==> src/rtl/vram_arbiter_pkg.sv <==
// vram_arbiter_pkg: VGA timing and tile-map constants shared by the arbiter slice
package vram_arbiter_pkg;
  localparam int H_DISPLAY  = 640;
  localparam int V_DISPLAY  = 480;
  localparam int H_TOTAL    = 800;
  localparam int V_TOTAL    = 525;
  localparam int TILE_COLS  = 40;
  localparam int TILE_ROWS  = 30;
  localparam int TILE_SHIFT = 4;
  localparam int TILE_COUNT = TILE_COLS * TILE_ROWS;
  localparam int LOOKAHEAD  = 3;
endpackage

==> src/rtl/vram_fetch_addr.sv <==
// vram_fetch_addr: lookahead position, display-slot flag and tile address for the next fetch
module vram_fetch_addr
  import vram_arbiter_pkg::*;
#(
  parameter int ADDR_W = 11
) (
  input  logic [9:0]        h_i,
  input  logic [9:0]        v_i,
  output logic              slot_o,
  output logic [ADDR_W-1:0] addr_o
);
  logic [10:0] hs, nh;
  logic [9:0]  nv;
  logic        wrap;
  logic [4:0]  r;
  logic [5:0]  c;
  assign hs     = {1'b0, h_i} + 11'(LOOKAHEAD);
  assign wrap   = hs >= 11'(H_TOTAL);
  assign nh     = wrap ? hs - 11'(H_TOTAL) : hs;
  assign nv     = wrap ? (v_i == 10'(V_TOTAL - 1) ? 10'd0 : v_i + 10'd1) : v_i;
  assign slot_o = h_i < 10'(H_TOTAL) && v_i < 10'(V_TOTAL) && nh < 11'(H_DISPLAY) &&
                  nv < 10'(V_DISPLAY) && nh[3:0] == 4'd0;
  assign r      = nv[8:TILE_SHIFT];
  assign c      = nh[9:TILE_SHIFT];
  // row*40 as row*32 + row*8
  assign addr_o = ADDR_W'({r, 5'b0}) + ADDR_W'({r, 3'b0}) + ADDR_W'(c);
endmodule

==> src/rtl/vram_arbiter.sv <==
// vram_arbiter: shares the tile RAM between display prefetch and game-logic writes
module vram_arbiter
  import vram_arbiter_pkg::*;
#(
  parameter int ADDR_W        = 11,
  parameter int DATA_W        = 4,
  parameter int ACTIVE_WRITES = 1
) (
  input  logic              CLK,
  input  logic              RST,
  input  logic [9:0]        h_count,
  input  logic [9:0]        v_count,
  input  logic              wr_valid,
  input  logic [ADDR_W-1:0] wr_addr,
  input  logic [DATA_W-1:0] wr_data,
  output logic              wr_ready,
  output logic              wr_err,
  output logic [ADDR_W-1:0] ram_addr,
  output logic              ram_we,
  output logic [DATA_W-1:0] ram_wdata,
  input  logic [DATA_W-1:0] ram_rdata,
  output logic [DATA_W-1:0] tile_code,
  output logic              frame_tick
);
  logic              slot, blank, accept, inrange;
  logic [ADDR_W-1:0] fetch_addr;
  logic [ADDR_W-1:0] ram_addr_q, ram_addr_d;
  logic [DATA_W-1:0] ram_wdata_q, ram_wdata_d, tile_q, tile_d;
  logic              ram_we_q, ram_we_d, wr_err_q, wr_err_d, tick_q, tick_d;
  logic              f1_q, f2_q;
  vram_fetch_addr #(.ADDR_W(ADDR_W)) u_fetch (
    .h_i   (h_count),
    .v_i   (v_count),
    .slot_o(slot),
    .addr_o(fetch_addr)
  );
  assign blank    = h_count >= 10'(H_DISPLAY) || v_count >= 10'(V_DISPLAY);
  assign wr_ready = !RST && !slot && (ACTIVE_WRITES != 0 || blank);
  assign accept   = wr_valid && wr_ready;
  assign inrange  = wr_addr < ADDR_W'(TILE_COUNT);
  always_comb begin
    ram_addr_d  = slot ? fetch_addr : (accept && inrange) ? wr_addr : ram_addr_q;
    ram_we_d    = accept && inrange;
    ram_wdata_d = (accept && inrange) ? wr_data : ram_wdata_q;
    wr_err_d    = accept && !inrange;
    tile_d      = f2_q ? ram_rdata : tile_q;
    tick_d      = h_count == 10'd0 && v_count == 10'(V_DISPLAY);
  end
  // f1/f2 track a fetch through the RAM's address and read-data cycles
  always_ff @(posedge CLK) begin
    if (RST) begin
      ram_addr_q  <= '0;
      ram_we_q    <= 1'b0;
      ram_wdata_q <= '0;
      wr_err_q    <= 1'b0;
      tile_q      <= '0;
      tick_q      <= 1'b0;
      f1_q        <= 1'b0;
      f2_q        <= 1'b0;
    end else begin
      ram_addr_q  <= ram_addr_d;
      ram_we_q    <= ram_we_d;
      ram_wdata_q <= ram_wdata_d;
      wr_err_q    <= wr_err_d;
      tile_q      <= tile_d;
      tick_q      <= tick_d;
      f1_q        <= slot;
      f2_q        <= f1_q;
    end
  end
  assign ram_addr   = ram_addr_q;
  assign ram_we     = ram_we_q;
  assign ram_wdata  = ram_wdata_q;
  assign wr_err     = wr_err_q;
  assign tile_code  = tile_q;
  assign frame_tick = tick_q;
endmodule

==> config.mk <==
export PLATFORM = sky130hd
export DESIGN_NAME = vram_arbiter
export DESIGN_NICKNAME = d
export VERILOG_FILES = /design/src/rtl/vram_arbiter_pkg.sv /design/src/rtl/vram_fetch_addr.sv /design/src/rtl/vram_arbiter.sv
export SDC_FILE = /design/constraint.sdc
export NUM_CORES = 1
export LEC_CHECK = 0
export BUFFER_PORTS_ARGS = -buffer_cell sky130_fd_sc_hd__clkbuf_2
export CORE_MARGIN = 2
export CORE_UTILIZATION = 30
export CTS_BUF_LIST = sky130_fd_sc_hd__clkbuf_2
export CTS_CLUSTER_SIZE = 16
export DETAILED_ROUTE_END_ITERATION = 16
export MAX_ROUTING_LAYER = met4
export PLACE_DENSITY = 0.64
export SLEW_MARGIN = 20
export SYNTH_ARGS = -nofsm -noshare
export SYNTH_HDL_FRONTEND = slang
export SYNTH_SLANG_ARGS = --single-unit
==> constraint.sdc <==
create_clock -name CLK -period 6.4 [get_ports CLK]
set_clock_uncertainty 0.2 [all_clocks]
set_input_delay 0.32 -clock CLK [delete_from_list [all_inputs] [get_ports CLK]]
set_output_delay 0.32 -clock CLK [all_outputs]
set_load 0.02 [all_outputs]
==> out/results.txt <==
status: finished clean
Yosys top cell area share: 25.9%
CP Class: in -> reg
RSZ-0062 raised after global routing: no
post-synthesis sequential area ratio: 25.9%
Post-synth EDFFs: 0
postcts setup bufs: 0
share of cells above drive strength 1: 29.3%
most common cell after layout, fill and taps aside: clkbuf_2
Final Non-Filler Cells: 358
Setup TNS Final: 0 ns
Clock Sinks: 24
Max H-tree Level: 1
post-synthesis cell type count: 57
Final Hold Violating Endpoints: 0
sum of buffers and inverters on the critical path: 4
DR iter-0 viols: 84
Least-Margin Pin Slew: 0.728 ns
effective utilization at floorplan: 31.1%
Req. time, crit path: 6.48 ns
CTS tree: done
crit share post-route: 69.2%
vias in the first global route: 1,735
Port Buffer Count: 64
Startpoint Class: input port
Mapped Nets: 267
# setup viols final: 0
DIE WIDTH: 82.6 µm
Pleak: 1.05 nW
worst-path cell chain: clkbuf_2 -> o2111a_1 -> nand2_1 -> xor2_1 -> ha_1 -> o41a_1 -> a211o_1 -> nor2_1 -> xor2_1 -> inv_1 -> fa_1 -> inv_1 -> fa_1 -> a21oi_1 -> nor2_1 -> nor2_1 -> inv_1 -> a21oi_1 -> nor3_1 -> mux2_1
clk_lat worst skew: 0.35 ns
Power Density: 159 nW/µm²
Yosys top cell by area: dfxtp_1
first-pass GRT wire length: 7620 µm
peak supply drop: 0.165 mV
synthesized flop and latch total: 24
final core occ: 39.9%
CP arrival: 4.51 ns
cell family with most CP delay: compound AO/OA/AOI/OAI gates
Max Clk Rate: 226 MHz
fill count: 624
routed via count: 1,864
Async SR Flop Fraction: 0%
Max stage delay cell, worst path: fa_1
TritonCTS Buffers: 3
ys flop type: dfxtp_1
Post-Syn Instances: 213
Nets: 338
Worst Setup End Kind: register
hold crit path type: in -> reg
max incr delay on CP: 0.50 ns
slew margin rel.: 51.4%
max-cap viol count: 0
TritonRoute pass-1 iters: 4
Antenna diodes: 0
Placed Cells: 345
Design Area, Final: 2380 µm²
drt total wl: 4840 µm
placed inst area: 2240 µm²
Vias/cell: 5.21
Pins Over Slew Limit: 0
initial antenna violation count: 0
CP Max Fanout: 6
pre-CTS setup slack: 1.61 ns
routability-driven placement congestion ratio: 0.900
wire length per cell: 13.5 µm
Die Y: 82.6 µm
total track usage: 14.3%
largest net degree at the start of global routing: 36
Area Growth Syn to Fin: 28.4%
clock-pin transition on the worst setup and hold timing paths: 0.24 ns
core outline area: 5960 µm²
largest cells by area after synthesis: dfxtp_1 (26%), mux2i_1 (10%), ha_1 (6.8%)
Syn Std Cell Area: 1850 µm²
Routed Antenna Nets: 0
Tmin final: 4.43 ns
Die ar.: 6820 µm²
most frequent cells in the layout: clkbuf_2 (67), dfxtp_1 (24), mux2i_1 (19)
CTS Root Cell: clkbuf_2
Site Rows: 28
GRT Residual Overflow: 0
worst setup margin: 1.97 ns
Avg Synthesized Cell Area: 8.69 µm²
clk buf depth: 2
Ports: 65
residual DRC count: 0
Post-DP HPWL: 3800 µm
synth warn: 0
==> worst register-to-register path, cell delays in order, from the launching register on <==
cell and delay, ns:
dfxtp_1 0.37, mux2i_1 0.14, nor2_1 0.05, mux2_1 0.29
==> path summary, 6_finish.rpt <==
kind | endpoint | startpoint | cells past startpoint | slack, ns
max | ram_addr[10]$_SDFFE_PP0P_ | h_count[4] | 20 | 1.97
min | tile_code[1]$_SDFFE_PP0P_ | ram_rdata[1] | 3 | 0.004
max reg2reg | ram_addr[10]$_SDFFE_PP0P_ | ram_addr[10]$_SDFFE_PP0P_ | 3 | 5.28
min reg2reg | f2_q$_SDFF_PP0_ | f1_q$_SDFF_PP0_ | 1 | 0.27
==> Yosys cell counts (5+ instances only) <==
cell,count
a21oi_1,6
xor2_1,6
nand3_1,8
dfxtp_1,24
nand2b_1,8
nand2_1,5
nor3_1,10
clkbuf_1,7
o21ai_0,8
a211oi_1,7
xnor2_1,5
and3_1,5
nor2_1,16
ha_1,10
o31ai_1,6
mux2i_1,19
inv_1,13
==> per-layer routing <==
metal / part of all wire (%) / track usage (%) / wire [µm]
met1: 49 / 18.0 / 2350
met2: 46 / 25.6 / 2230
met3: 4.6 / 0.761 / 223
met4: 0.56 / 2.46 / 27
met5: 0 / - / 0
==> repair_timing <==
| item | 4_1_cts | 5_1_grt |
|---|---|---|
| gates resized for setup | 0 | 0 |
| hold buffers | 9 | 0 |
| hold endpoints to repair | 8 | 0 |
==> cell families after synthesis <==
kind of cell	count (synthesis)	share of synthesized area, %
AO/OA/AOI/OAI	56	23.9
XOR/XNOR	11	5.20
adder cells (fa/ha/maj)	12	8.92
buffers and inverters	21	4.26
flip-flops	24	25.9
multiplexers	21	11.5
AND/OR/NAND/NOR	68	20.3
==> final cells by class <==
cell class / count / area (µm²) / share of cell area [%]
clock buffer: 3 / 15.0 / 0.631
clock inverter: 1 / 30.0 / 1.26
inverter: 13 / 48.8 / 2.05
multi-input combinational: 168 / 1290 / 54.3
sequential: 24 / 480 / 20.2
tap: 75 / 93.8 / 3.95
timing repair buffer: 74 / 418 / 17.6
==> where the power goes <==
group	internal, mW	switching [mW]	total (mW)	leakage (nW)
Combinational	0.0509	0.0684	0.119	0.828
Clock	0.0538	0.0467	0.101	0.0266
Sequential	0.156	0.00289	0.159	0.196
Total	0.261	0.118	0.379	1.05
==> flip-flops by register name, summed over array words and instances, names as in the netlist <==
| name | count |
|---|---|
| f1_q | 1 |
| f2_q | 1 |
| frame_tick | 1 |
| ram_addr | 11 |
| ram_wdata | 4 |
| ram_we | 1 |
| tile_code | 4 |
| wr_err | 1 |
==> per-stage QoR <==
stage / hold WS (ns) / power [mW]
global route: 0.00153 / 0.403
global placement: 0.216 / 0.276
floorplan: 0.214 / 0.236
detailed placement: 0.228 / 0.277
finish: 0.00418 / 0.379
CTS: 0.00649 / 0.382
No activity file was read; power rests on OpenSTA's default activity.
